### src/rtl/softmax_norm_sequencer.sv
// Softmax normalisation sequencer: buffers one vector of S5.10 exponents, sums them (S13.10),
// then drives one divider transaction per element and streams the S5.10 quotients out.
module softmax_norm_sequencer #(
    parameter int VEC_LEN     = 8,
    parameter int IDX_W       = $clog2(VEC_LEN),
    parameter int TIMEOUT_CYC = 32
) (
    input  logic        clk,
    input  logic        rst_n,
    input  logic        in_valid,
    output logic        in_ready,
    input  logic [15:0] in_data,
    input  logic        in_last,
    output logic        out_valid,
    input  logic        out_ready,
    output logic [15:0] out_data,
    output logic        out_last,
    output logic        div_start,
    output logic [15:0] div_numerator,
    output logic [23:0] div_denominator,
    input  logic [15:0] div_quotient,
    input  logic        div_valid,
    output logic        busy,
    output logic        err_timeout
);
    localparam int CNT_W = IDX_W + 1;
    localparam int TMO_W = $clog2(TIMEOUT_CYC + 1);
    localparam logic [23:0] SUM_MAX = 24'h7FFFFF;

    typedef enum logic [1:0] {ST_LOAD, ST_ISSUE, ST_WAIT, ST_OUTPUT} state_t;

    function automatic logic [14:0] clamp_neg(input logic signed [15:0] x);
        return x[15] ? 15'd0 : x[14:0];
    endfunction

    function automatic logic [23:0] sat_add(input logic [23:0] a, input logic [14:0] b);
        logic [24:0] s;
        s = {1'b0, a} + {10'd0, b};
        return (s > {1'b0, SUM_MAX}) ? SUM_MAX : s[23:0];
    endfunction

    state_t             state_q, state_d;
    logic [IDX_W-1:0]   idx_q, idx_d;
    logic [CNT_W-1:0]   count_q, count_d, n_q, n_d, last_idx;
    logic [23:0]        sum_q, sum_d;
    logic [TMO_W-1:0]   tmo_q, tmo_d;
    logic               in_ready_q, in_ready_d, out_valid_q, out_valid_d;
    logic               out_last_q, out_last_d, div_start_q, div_start_d;
    logic               busy_q, busy_d, err_timeout_q, err_timeout_d;
    logic [15:0]        out_data_q, out_data_d, div_num_q, div_num_d;
    logic [23:0]        div_den_q, div_den_d;
    logic [15:0]        elem_buf_q [VEC_LEN];
    logic [14:0]        elem;
    logic               accept;

    assign elem     = clamp_neg(in_data);
    assign accept   = (state_q == ST_LOAD) && in_valid && in_ready_q;
    assign last_idx = n_q - CNT_W'(1);

    always_comb begin
        state_d       = state_q;
        idx_d         = idx_q;
        count_d       = count_q;
        n_d           = n_q;
        sum_d         = sum_q;
        tmo_d         = tmo_q;
        out_valid_d   = out_valid_q;
        out_data_d    = out_data_q;
        out_last_d    = out_last_q;
        div_start_d   = 1'b0;
        div_num_d     = div_num_q;
        div_den_d     = div_den_q;
        err_timeout_d = err_timeout_q;
        case (state_q)
            ST_LOAD: begin
                if (accept) begin
                    sum_d   = sat_add(sum_q, elem);
                    count_d = count_q + CNT_W'(1);
                    if (in_last || count_q == CNT_W'(VEC_LEN - 1)) begin
                        n_d   = count_q + CNT_W'(1);
                        idx_d = '0;
                        // An all-zero vector has no meaningful quotient: emit zeros without dividing
                        if (sum_d == '0) begin
                            state_d     = ST_OUTPUT;
                            out_valid_d = 1'b1;
                            out_data_d  = '0;
                            out_last_d  = (count_q == '0);
                        end else begin
                            state_d     = ST_ISSUE;
                            div_start_d = 1'b1;
                            div_num_d   = (count_q == '0) ? {1'b0, elem} : elem_buf_q[0];
                            div_den_d   = sum_d;
                        end
                    end
                end
            end
            ST_ISSUE: begin
                state_d = ST_WAIT;
                tmo_d   = TMO_W'(1);
            end
            ST_WAIT: begin
                // tmo_q counts cycles since div_start, so a timeout result lands TIMEOUT_CYC cycles after it
                if (div_valid) begin
                    state_d     = ST_OUTPUT;
                    out_valid_d = 1'b1;
                    out_data_d  = div_quotient;
                    out_last_d  = ({1'b0, idx_q} == last_idx);
                end else if (tmo_q == TMO_W'(TIMEOUT_CYC - 1)) begin
                    state_d       = ST_OUTPUT;
                    out_valid_d   = 1'b1;
                    out_data_d    = '0;
                    out_last_d    = ({1'b0, idx_q} == last_idx);
                    err_timeout_d = 1'b1;
                end else begin
                    tmo_d = tmo_q + TMO_W'(1);
                end
            end
            ST_OUTPUT: begin
                if (out_ready) begin
                    if ({1'b0, idx_q} == last_idx) begin
                        state_d     = ST_LOAD;
                        out_valid_d = 1'b0;
                        out_last_d  = 1'b0;
                        count_d     = '0;
                        sum_d       = '0;
                    end else begin
                        idx_d = idx_q + IDX_W'(1);
                        if (sum_q == '0) begin
                            out_last_d = ({1'b0, idx_d} == last_idx);
                        end else begin
                            state_d     = ST_ISSUE;
                            out_valid_d = 1'b0;
                            out_last_d  = 1'b0;
                            div_start_d = 1'b1;
                            div_num_d   = elem_buf_q[idx_d];
                            div_den_d   = sum_q;
                        end
                    end
                end
            end
            default: state_d = ST_LOAD;
        endcase
        in_ready_d = (state_d == ST_LOAD);
        busy_d     = (state_d != ST_LOAD);
    end

    always_ff @(posedge clk or negedge rst_n) begin
        if (!rst_n) begin
            state_q       <= ST_LOAD;
            idx_q         <= '0;
            count_q       <= '0;
            n_q           <= '0;
            sum_q         <= '0;
            tmo_q         <= '0;
            in_ready_q    <= 1'b0;
            out_valid_q   <= 1'b0;
            out_data_q    <= '0;
            out_last_q    <= 1'b0;
            div_start_q   <= 1'b0;
            div_num_q     <= '0;
            div_den_q     <= '0;
            busy_q        <= 1'b0;
            err_timeout_q <= 1'b0;
        end else begin
            state_q       <= state_d;
            idx_q         <= idx_d;
            count_q       <= count_d;
            n_q           <= n_d;
            sum_q         <= sum_d;
            tmo_q         <= tmo_d;
            in_ready_q    <= in_ready_d;
            out_valid_q   <= out_valid_d;
            out_data_q    <= out_data_d;
            out_last_q    <= out_last_d;
            div_start_q   <= div_start_d;
            div_num_q     <= div_num_d;
            div_den_q     <= div_den_d;
            busy_q        <= busy_d;
            err_timeout_q <= err_timeout_d;
        end
    end

    // Element storage is datapath only; stale contents are never read before being rewritten
    always_ff @(posedge clk) begin
        if (accept) begin
            elem_buf_q[count_q[IDX_W-1:0]] <= {1'b0, elem};
        end
    end

    assign in_ready        = in_ready_q;
    assign out_valid       = out_valid_q;
    assign out_data        = out_data_q;
    assign out_last        = out_last_q;
    assign div_start       = div_start_q;
    assign div_numerator   = div_num_q;
    assign div_denominator = div_den_q;
    assign busy            = busy_q;
    assign err_timeout     = err_timeout_q;

endmodule
### config.mk
export PLATFORM = sky130hd
export DESIGN_NAME = softmax_norm_sequencer
export DESIGN_NICKNAME = d
export VERILOG_FILES = /design/src/rtl/softmax_norm_sequencer.sv
export SDC_FILE = /design/constraint.sdc
export NUM_CORES = 1
export LEC_CHECK = 0
export ABC_AREA = 1
export CORE_ASPECT_RATIO = 1.25
export CORE_MARGIN = 2
export CORE_UTILIZATION = 35
export DETAILED_ROUTE_END_ITERATION = 7
export HOLD_SLACK_MARGIN = 0.02
export PLACE_DENSITY_LB_ADDON = 0.25
export SLEW_MARGIN = 10
export SYNTH_ARGS = -nofsm -noshare
export SYNTH_HDL_FRONTEND = slang
export SYNTH_SLANG_ARGS = --single-unit
export TNS_END_PERCENT = 30
### constraint.sdc
create_clock -name clk -period 2.7 [get_ports clk]
set_clock_uncertainty 0.15 [all_clocks]
set_input_delay 0.405 -clock clk [delete_from_list [all_inputs] [get_ports clk]]
set_output_delay 0.405 -clock clk [all_outputs]
set_load 0.1 [all_outputs]
* Word-level counts from Yosys, hierarchy flattened *
Memories as Yosys holds them, arrays and structs flattened.
Index checks and enable logic that the tools add are counted.

cells by class
  equality and inequality tests = 19
  muxes and demuxes = 75
  $lt $le $gt $ge = 1
  add/sub/neg operators = 5
  bitwise gates (word level) = 1
  reductions and logical operators = 22

operator list
  kind                  number
  $mux 24               10
  $mux 16               12
  $pmux 24 s2           2
  $pmux 16 s2           2
  $logic_not 24->1      2
  $add 24x15->25        1
  $gt 25x23->1 const B  1
  $mux 1                24
  $mux 2                8
  $ne 2x2->1 const B    8
  $mux 15               1
  $reduce_and 7->1      2
  $mux 3                4
  $mux 4                3
  $mux 6                2
  $pmux 6 s2            1
  $reduce_and 5->1      2
  $reduce_and 3->1      3
  $eq 3x4->1            2
  $pmux 2 s4            1
  $pmux 4 s2            1
  $reduce_bool 2->1     4
  $add 6x1->6 const B   1
  $eq 6x5->1 const B    1
  19 further kinds      25

word-level totals
  memories kept = 1
  input bits = 38
  logic and storage cells = 139
  memory bits (writable) = 120
  output and inout port bits = 62
  register bits = 105

memory list
  name        depth  width  rd ports  clocked after Yosys merged registers in  wr ports  line  text
  elem_buf_q  8      15     2         0                                        1         52    logic [15:0] elem_buf_q [VEC_LEN];

* Depth between registers and ports, before layout *
  word-level depth = 10
  mapped depth = 24
  mapped depth without buffers = 23

* Worst setup path after synthesis *
OpenSTA, ideal clock, no wires.

  path type = input port to flip-flop
  start point = input in_data[15]
  end point = register div_num_q[4] (netlist: div_numerator[4])
  buffers on the path = 3
  arrival = 3.078 ns
  stages on the path = 21
  setup slack = -0.649 ns
  required time = 2.429 ns
  library setup time = 0.121 ns
  path through = clkbuf_1 nor2_1 ha_1 inv_1 fa_1 inv_1 nand3_1 nand2_1 nand2_1 nand2_1 nand2_1 nand2_1 nand2_1 xor2_1 nand3_1 inv_2 nand4_2 buf_2 buf_6 nand4_1 nand2_1

on the way
  cells in the longest elaborated chain, start to end = 7
  elaborated cells between the ends (all ways) = 12
  those cells by class = add/sub (1); order compare (1); eq/ne (1); mux (7); reduce/logical (2)

RTL lines
  element                       line  text
  start, declared               12    input logic [15:0] in_data,
  $mux 15 *                     33    return x[15] ? 15'd0 : x[14:0];
  named net elem[0]             53    logic [14:0] elem;
  $add 24x15->25 *              38    s = {1'b0, a} + {10'd0, b};
  $gt 25x23->1                  39    return (s > {1'b0, SUM_MAX}) ? SUM_MAX : s[23:0];
  $mux 24 *                     39
  $logic_not 24->1 *            83    if (sum_d == '0) begin
  $ne 2x2->1 (no line) *        n/a
  $reduce_and 7->1 (no line) *  n/a
  end signal, assigned          176   div_num_q <= div_num_d;
  end, declared                 50    logic [15:0] out_data_q, out_data_d, div_num_q, div_num_d;

The timed path passes the listed nets; every way through them passes the cells marked *. The select of a mux whose other input is x is not followed.
A chain may end at the register's enable or synchronous reset.

* Worst setup path in the final report *
  start point = register sum_q[0]
  end point = register div_den_q[4] (netlist: div_denominator[4])

on the way
  cells in the longest elaborated chain, start to end = 7
  elaborated cells between the ends (all ways) = 12
  those cells by class = add/sub (1); order compare (1); eq/ne (2); mux (5); reduce/logical (3)

RTL lines
  element                                                 line  text
  start, declared                                         45    logic [23:0] sum_q, sum_d;
  start signal, assigned                                  169   sum_q <= sum_d;
  branches (longest 7 deep; another with $add 24x15->25)  n/a
  end signal, assigned                                    177   div_den_q <= div_den_d;
  end, declared                                           51    logic [23:0] div_den_q, div_den_d;

Several ways; the timed one is not identified. The select of a mux whose other input is x is not followed.

==> impl_results.md <==
* Top cells by area, synth: edfxtp_1, dfrtp_1, nand2_1, o21ai_0, nor2_1
* Placer Congestion at about 0.95
* # port buffers at between 90 and 100
* VDD IR-drop max at 1540 uV
* Placed insts at a little under 2000
* CP Max Fanout at 7
* Max_cap viols at 0
* Final number of max-transition violations at 0
* CTS tree: built
* GR peak layer: met2
* R2R cell count at 20
* Post-synthesis sequential area ratio at a little over half
* Max Clock Freq at around 0.32 GHz
* Synth unique cells at between 40 and 50
* Core area at 32700 sq um
* DRT iter0 DRCs at between 500 and 600
* Mapped Area at 11600 sq um
* Unrepaired setup endpoints after global routing: yes
* First-pass GRT wire length at around 56000 microns
* Logic pwr share at 58.3%
* DR vias/cell at 5.04
* Most common cell after layout, fill and taps aside: nand2_1
* # rows at 74
* Clock sinks at 224
* Endpoints failing setup at between 60 and 70
* Vias in the first global route at roughly 11000
* DIE WIDTH at 167 microns
* Tot GR Track Use at around 20%
* Status: finished with violations
* Crit path time final at between 3 and 4 ns
* Via Count at 10234
* Num ports at 100
* Met1 usage at between 20 and 25%
* Share of cells above drive strength 1 at between 20% and 30%
* Failing checks: negative setup slack
* Syn Nets at ~1400
* P_int at 0.0103 W
* Number of remaining DRC errors at 0
* CP cell instances: ha_4 -> inv_2 -> fa_2 -> buf_4 -> xnor2_2 -> nor2_1 -> nand3_1 -> nor2_1 -> nand3_2 -> nor2_1 -> nand3_1 -> nor2_2 -> buf_6 -> nand4_4 -> buf_12 -> nand3_4 -> buf_12 -> buf_12 -> nand2_1 -> nand2_1
* Synth Instances at ~1400
* Kind of critical path: flip-flop to flip-flop
* CTS Buf Count at 24
* H-tree lvl count at 1
* Final Util at 47.6%
* Crit path launch type: flip-flop
* Sequential power share at about a quarter
* Layout area overhead at 33.6%
* Clk slew on worst S/H paths at 0.06 ns
* Power Density at approximately 1300 nW/um^2
* Post-route setup slack at -0.429 ns
* Worst EP arrival at 3.43 ns
* Synth Area per Inst at 8.49 sq um
* Post-DP HPWL at around 24000 microns
* Crit-path leading delay family: simple AND/OR/NAND/NOR gates
* Synth Flop Type: edfxtp_1
* Sw Pwr at around 0.0098 W
* Synth warn at 0
* Final hold violation count at 0
* Largest net degree at the start of global routing at 57
* Met3 Use GR at roughly 2%
* CP Buf/Inv Count at 6
* Drt total wl at between 30000 and 40000 microns
* Wire per inst at 17.3 microns
* Critical path capture point type: flip-flop
* # fillers at between 3000 and 4000
* Top-area cell type share of the netlist area at a little under a third
* Clock power frac at between 10% and 20%
* Number of diodes at 0
* Initial core utilization at between 30% and 40%
* Async SR Flop Fraction at 46.4%
* CP max stage delay at 0.40 ns
* Switching Fraction at between 40% and 50%
* Die Y at 208 microns
* Clock root buffer: clkbuf_16
* Final period utilization at 116%
* Leading area contributor after synthesis: edfxtp_1
* Die area at around 35000 sq um
* Worst-margin pin slew at 0.561 ns
* Total grt overflow at 0
* Most frequent cells in the layout: nand2_1, buf_4, inv_1, nor2_1, o21ai_0
* Final ANT Viol Nets at 0
* Critical Path Stages at 20
* Pleak at slightly above 7 nW
* Hold crit path type: input pin to asynchronous set/reset pin
* Longest Clk Path Bufs at 3
* Worst skew pair latency at approximately 0.52 ns
* Net count, final at approximately 1700
* CP max-delay cell: dfrtp_1
* DR pass1 iterations at 5
* Rel. slew slack at 62.5%
* Fin cells at 2032
* GR Util met2 at 36.5%
* Post-synth EDFFs at 120
* #FFs+latches synth at around 220
* Worst Path Required at around 3.0 ns
* Initial antenna violation count at 0
sequential cells by signal, indices dropped and copies added (netlist names):
name and count:
in_ready 1, count_q 4, elem_buf_q 120, out_data 16, out_valid 1, div_denominator 24
div_start 1, div_numerator 15, state_q 2, busy 1, n_q 4, tmo_q 6
idx_q 3, sum_q 24, out_last 1, err_timeout 1
synthesized netlist by cell type (all sizes together), types with 5 or more instances:
master  number
ha          24
edfxtp     120
nand2      362
o21ai      143
clkbuf      48
xnor2       10
o32ai       18
a21oi       42
nor2       156
xor2         6
nor3        13
nand4       51
inv        154
dfrtp      104
nand3       76
nand3b       5
buf         17
routing by layer:
| metal | up-vias | share of wire (%) | routed length, microns |
|---|---|---|---|
| li1 | 5021 | - | - |
| met1 | 4901 | 41 | 14400 |
| met2 | 233 | 51 | 18000 |
| met3 | 79 | 4.1 | 1440 |
| met4 | 0 | 3.8 | 1360 |
| met5 | - | 0 | 0 |
stage by stage:
step                hold slack [ns]  TNS [ns]  instance area [sq um]  total power, W  worst slack (ns)
global placement              0.266    -85.22                  13900          0.0157             -1.25
finish                        0.254    -22.04                  15500          0.0201            -0.429
floorplan                   -0.0406    -18.72                  11700          0.0123            -0.337
global route                  0.288    -35.01                  15500          0.0214            -0.635
CTS                           0.257    -18.04                  15300          0.0199            -0.336
detailed placement            0.272    -88.00                  13900          0.0158             -1.29
cell type report:
class                   count  area (sq um)  area share [%]
flip-flops and latches    224          6210            39.9
multi-input cells         927          5050            32.5
repair buffers            264          2360            15.2
clock buffers              38           734            4.72
inverters                 155           584            3.76
well taps                 418           523            3.36
clock inverters             6          91.3           0.588
worst paths after layout:
check	from	to	slack (ns)
worst max-delay path	sum_q[0]	div_denominator[4]	-0.43
min in group clk	div_denominator[11]	div_denominator[11]	0.32
worst min-delay path	rst_n	out_data[1]	0.25
max in group asynchronous	rst_n	sum_q[2]	1.38
worst min register to register	div_denominator[11]	div_denominator[11]	0.32
worst max register to register	sum_q[0]	div_denominator[4]	-0.43
cells by family (layout without fill, tap and decap cells):
family                     after synthesis  after routing  synth area share (%)
and+or+nand+nor                        667            667                  24.8
xor gates and xnor gates                16             16                  1.20
adders and majority gates               25             25                  2.75
DFF                                    224            224                  53.3
other                                    1              1                0.0322
buffers and inverters                  220            463                  7.52
AOI/OAI and AO/OA                      217            217                  10.3
muxes                                    1              1                0.0968
power by group through the flow:
stage                     combinational (W)  clock, W  sequential [W]
after floorplan                     0.00450         0         0.00784
after global placement               0.0107         0         0.00499
after detailed placement             0.0108         0         0.00498
after CTS                            0.0114   0.00352         0.00497
after global routing                 0.0127   0.00362         0.00507
final                                0.0117   0.00343         0.00498
what timing repair did:
item,CTS,global route
resized for setup,72,48
setup buffers,16,3
endpoints found under the hold margin,36,0
setup endpoints to repair,84,78
hold buffers,1,0
gates cloned,4,2
pin swaps,18,14
Power figures use the tool's default switching activity.
